### config.mk
export PLATFORM = sky130hd
export DESIGN_NAME = cvita_chk_regs
export DESIGN_NICKNAME = d
export VERILOG_FILES = /design/src/rtl/cvita_chk_pkg.sv /design/src/rtl/cvita_chk_regs.sv
export SDC_FILE = /design/constraint.sdc
export NUM_CORES = 1
export LEC_CHECK = 0
export BUFFER_PORTS_ARGS = -buffer_cell sky130_fd_sc_hd__buf_4
export CAP_MARGIN = 25
export CORE_AREA = 4 4 182 184
export DETAILED_ROUTE_END_ITERATION = 10
export DIE_AREA = 0 0 186 188
export GPL_TIMING_DRIVEN = 0
export HOLD_SLACK_MARGIN = 0.05
export SETUP_SLACK_MARGIN = 0.02
export SLEW_MARGIN = 20
export SYNTH_ARGS = -nofsm -noshare
export SYNTH_HDL_FRONTEND = slang
export SYNTH_SLANG_ARGS = --single-unit
export TNS_END_PERCENT = 30
### constraint.sdc
create_clock -name clk -period 4.16 [get_ports clk]
set_input_delay 0 -clock clk [delete_from_list [all_inputs] [get_ports clk]]
set_output_delay 0 -clock clk [all_outputs]
set_load 0.03 [all_outputs]
### src/rtl/cvita_chk_pkg.sv
// Shared types and constants for the CVITA ramp packet checker.
// Register offsets are relative to SR_BASE; header positions index the 64-bit CHDR header line.
package cvita_chk_pkg;

  typedef enum logic [1:0] {S_HDR, S_TIME, S_BODY} state_t;

  localparam int SR_START = 0;
  localparam int SR_STEP  = 1;
  localparam int SR_CTRL  = 2;
  localparam int SR_RBSEL = 3;

  localparam logic [1:0] RB_STATS = 2'd0;
  localparam logic [1:0] RB_ERRS  = 2'd1;
  localparam logic [1:0] RB_CHK   = 2'd2;
  localparam logic [1:0] RB_LAST  = 2'd3;

  localparam int HDR_HAS_TIME = 61;
  localparam int HDR_SEQ_LO   = 48;
  localparam int HDR_SEQ_W    = 12;
  localparam int HDR_LEN_LO   = 32;
  localparam int HDR_LEN_W    = 16;
  localparam int HDR_SID_LO   = 0;
  localparam int HDR_SID_W    = 32;

endpackage

### src/rtl/cvita_chk_regs.sv
// Settings-bus register file for the ramp checker: ramp config, control, clear pulse
// and the registered readback multiplexer.
module cvita_chk_regs
  import cvita_chk_pkg::*;
#(
  parameter int SR_BASE = 0,
  parameter int CNT_W   = 32
) (
  input  logic             clk,
  input  logic             rst_n,
  input  logic             set_stb,
  input  logic [7:0]       set_addr,
  input  logic [31:0]      set_data,
  input  logic [CNT_W-1:0] pkt_cnt,
  input  logic [CNT_W-1:0] word_err,
  input  logic [CNT_W-1:0] len_err,
  input  logic [CNT_W-1:0] seq_err,
  input  logic [63:0]      last_chk,
  input  logic [31:0]      last_sid,
  input  logic [15:0]      last_lines,
  output logic [63:0]      ramp_start,
  output logic [63:0]      ramp_step,
  output logic             enable,
  output logic             clear,
  output logic [63:0]      rb_data
);

  localparam logic [7:0] A_START = 8'(SR_BASE + SR_START);
  localparam logic [7:0] A_STEP  = 8'(SR_BASE + SR_STEP);
  localparam logic [7:0] A_CTRL  = 8'(SR_BASE + SR_CTRL);
  localparam logic [7:0] A_RBSEL = 8'(SR_BASE + SR_RBSEL);

  logic [31:0] start_q;
  logic [31:0] step_q;
  logic [1:0]  rb_sel;

  assign ramp_start = {32'h0, start_q};
  assign ramp_step  = {32'h0, step_q};

  // The clear bit is never stored; it only produces a one-cycle pulse.
  always_ff @(posedge clk or negedge rst_n) begin
    if (!rst_n) begin
      start_q <= 32'h0;
      step_q  <= 32'h100;
      enable  <= 1'b1;
      rb_sel  <= RB_STATS;
      clear   <= 1'b0;
    end else begin
      clear <= set_stb && (set_addr == A_CTRL) && set_data[0];
      if (set_stb) begin
        case (set_addr)
          A_START: start_q <= set_data;
          A_STEP:  step_q  <= set_data;
          A_CTRL:  enable  <= set_data[1];
          A_RBSEL: rb_sel  <= set_data[1:0];
          default: ;
        endcase
      end
    end
  end

  always_ff @(posedge clk or negedge rst_n) begin
    if (!rst_n) begin
      rb_data <= 64'h0;
    end else begin
      case (rb_sel)
        RB_STATS: rb_data <= {32'(pkt_cnt), 32'(word_err)};
        RB_ERRS:  rb_data <= {32'(len_err), 32'(seq_err)};
        RB_CHK:   rb_data <= last_chk;
        default:  rb_data <= {last_sid, 16'h0, last_lines};
      endcase
    end
  end

endmodule

==> flow_summary.ini <==
[synthesis]
synth_cells = 394
synthDistinctLibCells = 23
synth_top_area_frac = 0.521
yosysSeqAreaShare = 0.529
ys_seq_elements = 132
avgSynthCellArea_um2 = 15.8
synth_top_cell_by_area = dfrtp_1
ys_warn_count = 0
synthesis.area_um2 = 6240
synth.area.top_cells = dfrtp_1, mux4_2, buf_4

[cells_and_area]
drive_above_1_share = 0.596
multiInputGateArea_um2 = 2580
n_fill_cell = 3003
fin_area_um2 = 12400
final_nets = 1341
final_common_cell = buf_4
seqCellArea_um2 = 3310
syn2layout_area_growth_pct = 98.1
most-common-layout-cells = buf_4, dlygate4sd3_1, dfrtp_1
instances_no_fill = 1474

[power_and_ir_drop]
leakagePower_nw = 6.04
irDropWorstVdd_uv = 246
power_w = 0.00389
power.density_nw_per_um2 = 314

[detailed_routing]
via_count = 5775
viasPerCell = 3.92
dr.first_iter.drc_count = 114
first_pass_iters = 4
wirelength_um = 26200
drcViolationCount = 0
antenna_left = 0
wl_per_cell_um = 17.8

[critical_path]
worstRegToRegCells = 4
worstPathArrival_ps = 2920
end_kind = register
worstSetupPathType = register to register
start_kind = register
crit_required_ps = 4450
cp_max_fo = 10

[cts]
clock_path_buffers = 2
cts_num_sinks = 132
post_cts_resized = 0
cts_tree = built
path_clk_slew_ps = 60
cts_made_buffers = 17
cts_htree_levels = 4
cts_root_buf = clkbuf_16
clock_latency_ps = 410

[placed_design]
portBuffers = 412
globalplace.congestion = 0.792
dpl.hpwl_um = 20700
placed_area_um2 = 10100
placedCellCount = 1272

[run_status]
outcome = finished, final reports clean

[sta]
finalClockSkew_ps = 10.5
maxSlewViolCount = 0
setup_tns_ps = 0
tightest_slew_ps = 713
setup_violations = 0
whs_ps = 75.0
finalCritPeriodShare = 0.633
rsz0062_at_grt = false
min_period_ps = 2630
relSlewSlack = 0.525
finalHoldViolCount = 0
fmax_mhz = 380

[global_routing]
grt_pass1_vias = 6475
antenna_found_initial = 1
grt_overflow = 0
grt_pass1_wl_um = 38100
grt_start_max_net_pins = 89
grt_usage = 0.144

[floorplanning]
chipHeight_um = 188
rows = 65
core_area_um2 = 31400
fp.dieArea_um2 = 35000
die-width_um = 186
pin_count = 477
start_util = 0.199

[flow_run]
drv_cap = 0

[min_path]
hold_class = input port to asynchronous set/reset pin
## worst max-delay path, stage by stage (launching register included)
cell           delay [ps]
dfrtp_1               420
clkbuf_1              570
clkbuf_1              530
mux4_2                400
dlygate4sd3_1         580
## repair_timing
item	CTS	global route
hold buffers	169	0
setup buffers	0	0
hold endpoints to repair	262	0
## routing by layer
layer,vias to the layer above,GRT usage,part of all wire,routed length (um)
met5,-,0,0,0
met4,0,0.0457,0.024,622
met3,28,0.0530,0.086,2260
met2,281,0.257,0.52,13700
met1,2818,0.157,0.37,9610
li1,2648,-,-,-
## area by class of cell
cell class | instances | share of cell area
antenna | 1 | 0.000202
buffer | 86 | 0.0480
clock buffer | 20 | 0.0369
clock inverter | 12 | 0.00870
inverter | 1 | 0.000303
multi-input combinational | 238 | 0.208
sequential | 132 | 0.267
tap | 402 | 0.0407
timing repair buffer | 582 | 0.390
## logic make-up after synthesis
group / synth area share
other: 0.000601
flip-flops: 0.529
AO/OA/AOI/OAI: 0.0128
multiplexers: 0.338
buffers and inverters: 0.0958
AND/OR/NAND/NOR: 0.0236
## path summary, 6_finish.rpt
| kind | slack (ps) | end | startpoint |
|---|---|---|---|
| worst min register to register | 510 | step_q[31] | step_q[31] |
| max in group asynchronous | 3260 | rb_data[32] | rst_n |
| worst max-delay path | 1530 | rb_data[36] | rb_sel[1] |
| worst max register to register | 1530 | rb_data[36] | rb_sel[1] |
| worst min-delay path | 80 | step_q[28] | rst_n |
| min in group clk | 90 | rb_sel[1] | set_addr[3] |
## cell usage after synthesis
cell	count
nand2_1	17
dfstp_2	2
or4_4	1
buf_4	64
dfrtp_1	130
mux2_4	30
mux2i_1	16
nor3b_1	1
nor2b_1	1
inv_1	1
clkbuf_1	11
or4b_4	1
nand4_1	2
nor3_4	1
mux4_2	48
o21ai_0	16
buf_2	7
buf_6	3
mux2_2	37
nor4_1	1
buf_1	1
conb_1	1
nor3_1	2
## through the flow
| step | utilization | setup WS, ps |
|---|---|---|
| 6_report | 0.394 | 1530 |
| 5_1_grt | 0.394 | 1330 |
| 4_1_cts | 0.394 | 1410 |
| 3_5_place_dp | 0.322 | 1970 |
| 3_3_place_gp | 0.321 | 1960 |
| 2_1_floorplan | - | 2610 |
## registers in the layout, summed over array words and instances, names as in the netlist
name     count
enable       1
clear        1
start_q     32
rb_data     64
rb_sel       2
step_q      32
## where the power goes
part / total (W) / internal (W) / switching (W)
Clock: 0.00144 / 0.000852 / 0.000593
Sequential: 0.00140 / 0.00137 / 0.0000352
Combinational: 0.00104 / 0.000555 / 0.000485
Note: power is estimated with default switching activity, not from simulation.
